$ cat config.mk
export PLATFORM = sky130hd
export DESIGN_NAME = serial_pattern_detector_flat
export DESIGN_NICKNAME = d
export VERILOG_FILES = /design/src/rtl/serial_pattern_detector_if.sv /design/src/rtl/serial_pattern_detector.sv /design/src/flat_wrapper.sv
export SDC_FILE = /design/constraint.sdc
export NUM_CORES = 1
export LEC_CHECK = 0
export BUFFER_PORTS_ARGS = -buffer_cell sky130_fd_sc_hd__buf_2
export CAP_MARGIN = 20
export CELL_PAD_IN_SITES_DETAIL_PLACEMENT = 1
export CELL_PAD_IN_SITES_GLOBAL_PLACEMENT = 2
export CORE_MARGIN = 4
export CORE_UTILIZATION = 28
export CTS_CLUSTER_DIAMETER = 150
export DETAILED_ROUTE_END_ITERATION = 10
export GPL_TIMING_DRIVEN = 0
export PLACE_DENSITY_LB_ADDON = 0.1
export REMOVE_ABC_BUFFERS = 1
export SYNTH_ARGS = -nofsm -noshare
export SYNTH_HDL_FRONTEND = slang
export SYNTH_SLANG_ARGS = --single-unit
$ cat constraint.sdc
create_clock -name CLOCK -period 1.5 [get_ports CLOCK]
set_input_delay 0 -clock CLOCK [delete_from_list [all_inputs] [get_ports CLOCK]]
set_output_delay 0 -clock CLOCK [all_outputs]
set_load 0.01 [all_outputs]
$ cat src/rtl/serial_pattern_detector_if.sv
// Serial pattern detector bus.
// Groups the serial line, configuration and result signals of
// serial_pattern_detector.
//   master : front-end / control side (drives LINEA, LINEA_VLD, CFG_WE,
//            PAT_IN, MASK_IN, OVERLAP; receives U, SYNCED, MATCH_CNT, CNT_SAT)
//   slave  : detector side (the reverse directions)
interface serial_pattern_detector_if #(
  parameter int unsigned PAT_W = 4,
  parameter int unsigned CNT_W = 8
);
  logic             LINEA;
  logic             LINEA_VLD;
  logic             CFG_WE;
  logic [PAT_W-1:0] PAT_IN;
  logic [PAT_W-1:0] MASK_IN;
  logic             OVERLAP;
  logic             U;
  logic             SYNCED;
  logic [CNT_W-1:0] MATCH_CNT;
  logic             CNT_SAT;

  modport master (
    output LINEA, LINEA_VLD, CFG_WE, PAT_IN, MASK_IN, OVERLAP,
    input  U, SYNCED, MATCH_CNT, CNT_SAT
  );

  modport slave (
    input  LINEA, LINEA_VLD, CFG_WE, PAT_IN, MASK_IN, OVERLAP,
    output U, SYNCED, MATCH_CNT, CNT_SAT
  );
endinterface

$ cat src/rtl/serial_pattern_detector.sv
// Serial pattern detector.
// Shifts in bits of LINEA qualified by LINEA_VLD and pulses U one cycle after
// an accepted bit that completes a window matching PAT under MASK
// (MASK bit 1 = compare, 0 = don't care). PAT bit PAT_W-1 is the oldest bit.
// Ports:
//   CLOCK  rising-edge clock
//   RESET  synchronous active-high reset
//   sp     serial_pattern_detector_if.slave:
//          LINEA/LINEA_VLD serial input, CFG_WE/PAT_IN/MASK_IN reconfiguration
//          (also restarts detection), OVERLAP detection mode, U match pulse,
//          SYNCED window-full flag, MATCH_CNT/CNT_SAT saturating match count.
// Optional feature: define SPD_MATCH_CNT_EN to build the match counter;
// otherwise MATCH_CNT and CNT_SAT are tied to zero.
module serial_pattern_detector #(
  parameter int unsigned      PAT_W       = 4,
  parameter logic [PAT_W-1:0] DEFAULT_PAT = 4'b1001,
  parameter int unsigned      CNT_W       = 8
) (
  input logic                       CLOCK,
  input logic                       RESET,
  serial_pattern_detector_if.slave  sp
);

  localparam int unsigned FW = $clog2(PAT_W + 1);
  localparam logic [FW-1:0] FILL_FULL = FW'(PAT_W);

  typedef enum logic {
    FILL = 1'b0,
    HUNT = 1'b1
  } state_t;

  state_t           state_q, state_d;
  logic [PAT_W-1:0] sr_q, sr_d;
  logic [PAT_W-1:0] pat_q, pat_d;
  logic [PAT_W-1:0] mask_q, mask_d;
  logic [FW-1:0]    fill_cnt_q, fill_cnt_d;
  logic             u_q, u_d;

  logic [PAT_W-1:0] sr_n;
  logic             hit;
  logic             eval;

  always_comb begin
    state_d    = state_q;
    sr_d       = sr_q;
    pat_d      = pat_q;
    mask_d     = mask_q;
    fill_cnt_d = fill_cnt_q;
    u_d        = 1'b0;
    eval       = 1'b0;

    sr_n = (sr_q << 1) | {{(PAT_W-1){1'b0}}, sp.LINEA};
    hit  = ((sr_n ^ pat_q) & mask_q) == '0;

    if (sp.CFG_WE) begin
      pat_d      = sp.PAT_IN;
      mask_d     = sp.MASK_IN;
      sr_d       = '0;
      fill_cnt_d = '0;
      state_d    = FILL;
    end else if (sp.LINEA_VLD) begin
      sr_d = sr_n;
      unique case (state_q)
        FILL: begin
          fill_cnt_d = fill_cnt_q + FW'(1);
          // The bit that completes the window is judged like a HUNT bit, so
          // a non-overlapping hit here sends us straight back to FILL.
          if (fill_cnt_d == FILL_FULL) begin
            eval    = 1'b1;
            state_d = HUNT;
          end
        end
        HUNT: eval = 1'b1;
        default: ;
      endcase
      if (eval && hit) begin
        u_d = 1'b1;
        if (!sp.OVERLAP) begin
          fill_cnt_d = '0;
          state_d    = FILL;
        end
      end
    end
  end

  always_ff @(posedge CLOCK) begin
    if (RESET) begin
      state_q    <= FILL;
      sr_q       <= '0;
      pat_q      <= DEFAULT_PAT;
      mask_q     <= '1;
      fill_cnt_q <= '0;
      u_q        <= 1'b0;
    end else begin
      state_q    <= state_d;
      sr_q       <= sr_d;
      pat_q      <= pat_d;
      mask_q     <= mask_d;
      fill_cnt_q <= fill_cnt_d;
      u_q        <= u_d;
    end
  end

  assign sp.U      = u_q;
  assign sp.SYNCED = (state_q == HUNT);

`ifdef SPD_MATCH_CNT_EN
  logic [CNT_W-1:0] cnt_q, cnt_d;

  always_comb begin
    cnt_d = cnt_q;
    if (u_d && (cnt_q != '1)) begin
      cnt_d = cnt_q + CNT_W'(1);
    end
  end

  always_ff @(posedge CLOCK) begin
    if (RESET) begin
      cnt_q <= '0;
    end else begin
      cnt_q <= cnt_d;
    end
  end

  assign sp.MATCH_CNT = cnt_q;
  assign sp.CNT_SAT   = &cnt_q;
`else
  assign sp.MATCH_CNT = {CNT_W{1'b0}};
  assign sp.CNT_SAT   = 1'b0;
`endif

endmodule
$ cat src/flat_wrapper.sv
// flat-port wrapper written by rule: the top's interface ports become plain ports
module serial_pattern_detector_flat 
#(
  parameter int unsigned      PAT_W       = 4,
  parameter logic [PAT_W-1:0] DEFAULT_PAT = 4'b1001,
  parameter int unsigned      CNT_W       = 8
)
  (CLOCK, RESET, sp_LINEA, sp_LINEA_VLD, sp_CFG_WE, sp_PAT_IN, sp_MASK_IN, sp_OVERLAP, sp_U, sp_SYNCED, sp_MATCH_CNT, sp_CNT_SAT);
  serial_pattern_detector_if #(.PAT_W(PAT_W), .CNT_W(CNT_W)) sp_i ();
  input logic CLOCK;
  input logic RESET;
  input wire logic [$bits(sp_i.LINEA)-1:0] sp_LINEA;
  input wire logic [$bits(sp_i.LINEA_VLD)-1:0] sp_LINEA_VLD;
  input wire logic [$bits(sp_i.CFG_WE)-1:0] sp_CFG_WE;
  input wire logic [$bits(sp_i.PAT_IN)-1:0] sp_PAT_IN;
  input wire logic [$bits(sp_i.MASK_IN)-1:0] sp_MASK_IN;
  input wire logic [$bits(sp_i.OVERLAP)-1:0] sp_OVERLAP;
  output wire logic [$bits(sp_i.U)-1:0] sp_U;
  output wire logic [$bits(sp_i.SYNCED)-1:0] sp_SYNCED;
  output wire logic [$bits(sp_i.MATCH_CNT)-1:0] sp_MATCH_CNT;
  output wire logic [$bits(sp_i.CNT_SAT)-1:0] sp_CNT_SAT;
  assign sp_i.LINEA = sp_LINEA;
  assign sp_i.LINEA_VLD = sp_LINEA_VLD;
  assign sp_i.CFG_WE = sp_CFG_WE;
  assign sp_i.PAT_IN = sp_PAT_IN;
  assign sp_i.MASK_IN = sp_MASK_IN;
  assign sp_i.OVERLAP = sp_OVERLAP;
  assign sp_U = sp_i.U;
  assign sp_SYNCED = sp_i.SYNCED;
  assign sp_MATCH_CNT = sp_i.MATCH_CNT;
  assign sp_CNT_SAT = sp_i.CNT_SAT;
  serial_pattern_detector #(.PAT_W(PAT_W), .DEFAULT_PAT(DEFAULT_PAT), .CNT_W(CNT_W)) u_core (.CLOCK(CLOCK), .RESET(RESET), .sp(sp_i));
endmodule
* Yosys cells after proc, flatten, opt, wreduce, memory -nomap -nowiden
Cells that the tools add are included.
Widths: inputs -> output; s select.
** Storage, ports and cells
- Bits in writable memories :: 0
- Memories :: 0
- Output and inout port bits :: 11
- ROM bits :: 0
- Flip-flop bits (word level) :: 16
- Word-level logic and storage cells :: 28
- Latch bits :: 0
- Bits of input ports :: 14
** Cells by class
- Eq/ne operators :: 1
- Order comparisons :: 0
- Divide/modulo/power cells :: 0
- Bitwise operators :: 5
- $mul :: 0
- Mux-type cells :: 11
- Reduce and logical (&&, ||, !) cells :: 4
- $add $sub $neg :: 1
- Shifts and indexed selects :: 0
** Operator list (count)
- $mux 3 :: 3
- $mux 1 :: 7
- $and 4x4->4 :: 1
- $logic_not 4->1 :: 1
- $or 4x1->4 :: 1
- $xor 4x4->4 :: 1
- $add 3x1->3 const B :: 1
- $eq 3x3->1 const B :: 1
- $reduce_or 3->1 :: 1
- $not 1->1 :: 2
- $pmux 1 s2 :: 1
- $reduce_or 2->1 :: 1
- $logic_and 1x1->1 :: 1

* Logic depth before layout (Yosys ltp)
- Depth in word-level cells :: 8
- Depth in mapped cells :: 5
- Gate-level depth less buffers :: 5

* Least setup slack after synthesis
No wires, ideal clock.
- Kind :: register to register
- From :: reg u_core.fill_cnt_q[0]
- To :: reg u_core.fill_cnt_q[0]
- Clock period less this slack :: 1.322 ns
- Slack :: 0.178 ns
- Required time :: 1.422 ns
- Cell stages (with the launch flop) :: 6
- Arrival time :: 1.244 ns
- Buffers on the path :: 0
- Library setup time :: 0.078 ns
- Cell sequence :: dfxtp_1 > ha_1 > xnor2_1 > a2bb2oi_2 > and4b_1 > nor3_1
** Between the ends
- Cells in the longest elaborated chain, start to end :: 8
- Elaborated cells between the ends (all ways) :: 10
- Those cells by class :: 1 x add/sub; 1 x eq/ne; 7 x mux; 1 x reduce/logical
** Ends and longest elaborated chain
- from (decl) :: line serial_pattern_detector.sv:36 : logic [FW-1:0] fill_cnt_q, fill_cnt_d;
- from (signal assigned) :: line serial_pattern_detector.sv:99 : fill_cnt_q <= fill_cnt_d;
- $add 3x1->3 :: line serial_pattern_detector.sv:65 : fill_cnt_d = fill_cnt_q + FW'(1);
- $eq 3x3->1 :: line serial_pattern_detector.sv:68 : if (fill_cnt_d == FILL_FULL) begin
- $mux 1 :: line serial_pattern_detector.sv:68
- $pmux 1 s2 :: line serial_pattern_detector.sv:63 : unique case (state_q)
- $mux 1 :: line serial_pattern_detector.sv:61 : end else if (sp.LINEA_VLD) begin
- $mux 1 :: line serial_pattern_detector.sv:55 : if (sp.CFG_WE) begin
- $logic_and 1x1->1 :: line serial_pattern_detector.sv:76 : if (eval && hit) begin
- $mux 3 * :: line serial_pattern_detector.sv:76
Every way passes the cells marked *; elsewhere a longest branch is shown, timed or not. The select of a mux whose other input is x is not followed.
A chain may end at the register's enable or synchronous reset.

* Worst setup path in the final report
Ends and elaborated chain as after synthesis.

==> results.yml <==
run_status:
  outcome: "completed"
cts:
  tritoncts: "done"
  clk-insertion-delay-late_ns: 0.28
  ctsRootBufferMaster: "clkbuf_4"
  clkSlewWorstSetupHoldPaths_ns: 0.09
  htree_num_levels: 1
  cts-buffers-inserted: 3
  tritoncts_num_sinks: 16
  clock_path_buffers: 2
drt:
  routed_via_density: 4.389
  postRouteWirelength_microns: 1613
  ant_nets_after_route: 0
  via_count: 575
  post-route-drc-count: 0
  detail_route.wl_per_cell_microns: 12.31
  drtPass1Iterations: 2
  drt_first_iter_violations: 11
logic_synthesis:
  synth.cell_area_sq_um: 773.2
  yosysSeqAreaShare: 0.4142
  synth-warning-count: 0
  post_synth_edffs: 0
  post_synth_main_area_contributors: "dfxtp_1 (41%), buf_4 (8.7%), mux2i_1 (7.8%)"
  synth_top_area_frac: 0.4142
  synth_top_cell_by_area: "dfxtp_1"
  synthesis.area_per_instance_sq_um: 9.788
  post_synth_inst_count: 79
  total_of_flip_flops_plus_latches_after_synthesis: 16
  synth_flop_cell: "dfxtp_1"
  share_of_flip_flops_with_an_asynchronous_set_or_reset: 0
  most_frequently_used_cell_type_in_the_post_synthesis_netlist: "dfxtp_1"
  cell_types_with_the_highest_counts_after_synthesis: "dfxtp_1 (16), buf_4 (9), a211o_1 (6), mux2i_1 (6), nor2b_1 (6)"
  synthDistinctLibCells: 23
finish:
  syn_to_final_growth_pct: 25.73
  finalCoreUtilization: 0.3820
  nets_finish: 119
  final_layout_size_suffix_gt1_frac: 0.2673
  antenna-diode-count: 0
  final_design_instance_area_without_fill_sq_um: 972.2
worst_setup_path:
  path_class: "register to register"
  start_kind: "register"
  critPathCapture: "u_core.fill_cnt_q[0]$_SDFFE_PP0P_"
  reg2reg_depth: 5
  cell_with_the_largest_stage_delay_on_the_worst_path: "dfxtp_2"
  crit_path_start: "u_core.fill_cnt_q[0]$_SDFFE_PP0P_"
  endpoint_of_the_most_critical_register_to_register_path: "u_core.fill_cnt_q[0]$_SDFFE_PP0P_"
  critical_path.max_stage_delay_ns: 0.35
  crit_path_arrival_time_ns: 1.65
  reg2reg_setup_slack_ns: 0.07
  path_max_fanout: 3
  worstPathRequired_ns: 1.71
  worst_r2r_startpoint: "u_core.fill_cnt_q[0]$_SDFFE_PP0P_"
  worstPathCellList: "ha_2, xnor2_2, a2bb2oi_2, and4b_2, nor3_2"
  worstSetupEndpointType: "register"
sta:
  timing.final.hold_violations: 0
  clock-skew-final_ns: 0.005634
  timing.final.crit_period_ns: 1.432
  setup_viol: 0
  rsz0062_at_grt: "false"
  finalSetupTns_ns: 0
  fmax_mhz: 698.3
  finalCritPeriodShare: 0.9547
  timing_max_transition_violations_final: 0
place:
  finalWeightedCongestion: 0.6311
  placed_cell_area_sq_um: 830.8
  dp_hpwl_microns: 1077
  number_of_port_buffers: 15
floorplan:
  initial_core_utilization: 0.3038
  chipHeight_microns: 60.55
  ios: 25
  coreArea_sq_um: 2545
  die-area_sq_um: 3666
  dieWidth_microns: 60.55
  rows: 18
global_route:
  groute.usage.overall: 0.09488
  initial_antenna_violation_count: 0
  maximum_number_of_pins_on_one_net_before_global_route_repair: 16
  global_route_wire_length_before_repair_microns: 2525
  grt_overflow: 0
  first_global_vias: 556
power_and_ir_drop:
  power_leakage_nw: 0.4358
  vdd.ir_drop.worst_uv: 401.8
  power.density_nw_per_um2: 819.8
run:
  max-cap-violations: 0
min_path:
  worstHoldPathType: "input pin to register"
flip-flops by register name, summed over array words and instances (netlist names):
signal / flops
u_core.sp.U: 1
u_core.pat_q: 4
u_core.fill_cnt_q: 3
u_core.sr_q: 3
u_core.sp.SYNCED: 1
u_core.mask_q: 4
per-stage QoR:
step                      cells  setup WS [ns]  power [W]  hold slack [ns]
after CTS                   131        0.01331  0.0008042         0.004860
after global routing        131       0.005835  0.0008443          0.02036
after floorplan              74         0.1784  0.0005189          0.07238
final                       131        0.06793  0.0007970         0.006131
after global placement      119        0.05402  0.0005578           0.2043
after detailed placement    119        0.03732  0.0005587           0.2066
what timing repair did:
item | CTS | global route
hold buffers | 9 | 0
buffers inserted | 0 | 0
gates resized for setup | 0 | 8
setup endpoints to repair | 0 | 3
endpoints found under the hold margin | 9 | 0
critical path, delay by kind of cell (launching register included):
family | cells | cell delay (ns)
adders and majority gates | 1 | 0.20
xor gates and xnor gates | 1 | 0.17
AOI/OAI and AO/OA | 1 | 0.19
and+or+nand+nor | 2 | 0.46
DFF | 1 | 0.35
worst min-delay path by stage:
stage | start | end | slack [ns] | cells after the start
6_report | RESET | u_core.pat_q[2]$_SDFFE_PP0P_ | 0.006 | 2
5_1_grt | RESET | u_core.pat_q[2]$_SDFFE_PP0P_ | 0.02 | 2
4_1_cts | RESET | u_core.pat_q[2]$_SDFFE_PP0P_ | 0.005 | 2
3_5_place_dp | sp_PAT_IN[3] | u_core.pat_q[3]$_SDFFE_PP1P_ | 0.21 | 2
3_3_place_gp | sp_MASK_IN[3] | u_core.mask_q[3]$_SDFFE_PP1P_ | 0.20 | 2
2_1_floorplan | RESET | u_core.pat_q[1]$_SDFFE_PP0P_ | 0.07 | 1
cell families after synthesis:
logic type	after synthesis	synth area share
compound gates	11	0.1246
xor+xnor	7	0.07929
fa+ha+maj	2	0.03236
buf+inv	14	0.1149
flops	16	0.4142
mux	6	0.07767
other cells	1	0.004850
simple gates	22	0.1521
cell type report:
type                    count  area [sq um]
fillers                   300          1573
multi-input cells          57         420.4
flip-flops and latches     16         322.8
repair buffers             24         165.2
well taps                  30         37.54
clock buffers               3         22.52
inverters                   1         3.754
layer usage:
layer,share of wire,vias to the layer above,global-route usage
li1,-,294,-
met1,0.42,258,0.1070
met2,0.50,21,0.1651
met3,0.077,2,0.04468
met4,0.0037,0,0.01858
met5,0,-,0
power breakdown:
part	internal (W)	total [W]	switching, W
combinational	0.0000593	0.000118	0.0000583
sequential	0.000443	0.000453	0.0000107
clock	0.0000932	0.000226	0.000133
total	0.000595	0.000797	0.000202
cells in the final DEF (no fill, tap or decap), drive strengths merged:
cell type	Yosys	layout
nand2b	1	1
nor3	4	4
dlygate4sd3	0	9
nor2	5	5
and4b	1	1
buf	11	15
xnor2	2	2
a2bb2oi	1	1
a22oi	2	2
and2b	1	1
ha	2	2
or2	1	1
xor2	5	5
nand2	3	3
clkbuf	2	3
dfxtp	16	16
inv	1	1
a31o	1	1
mux2i	6	6
a211o	6	6
nor2b	6	6
a21oi	1	1
conb	1	9
(Power assumes the default switching activity.)
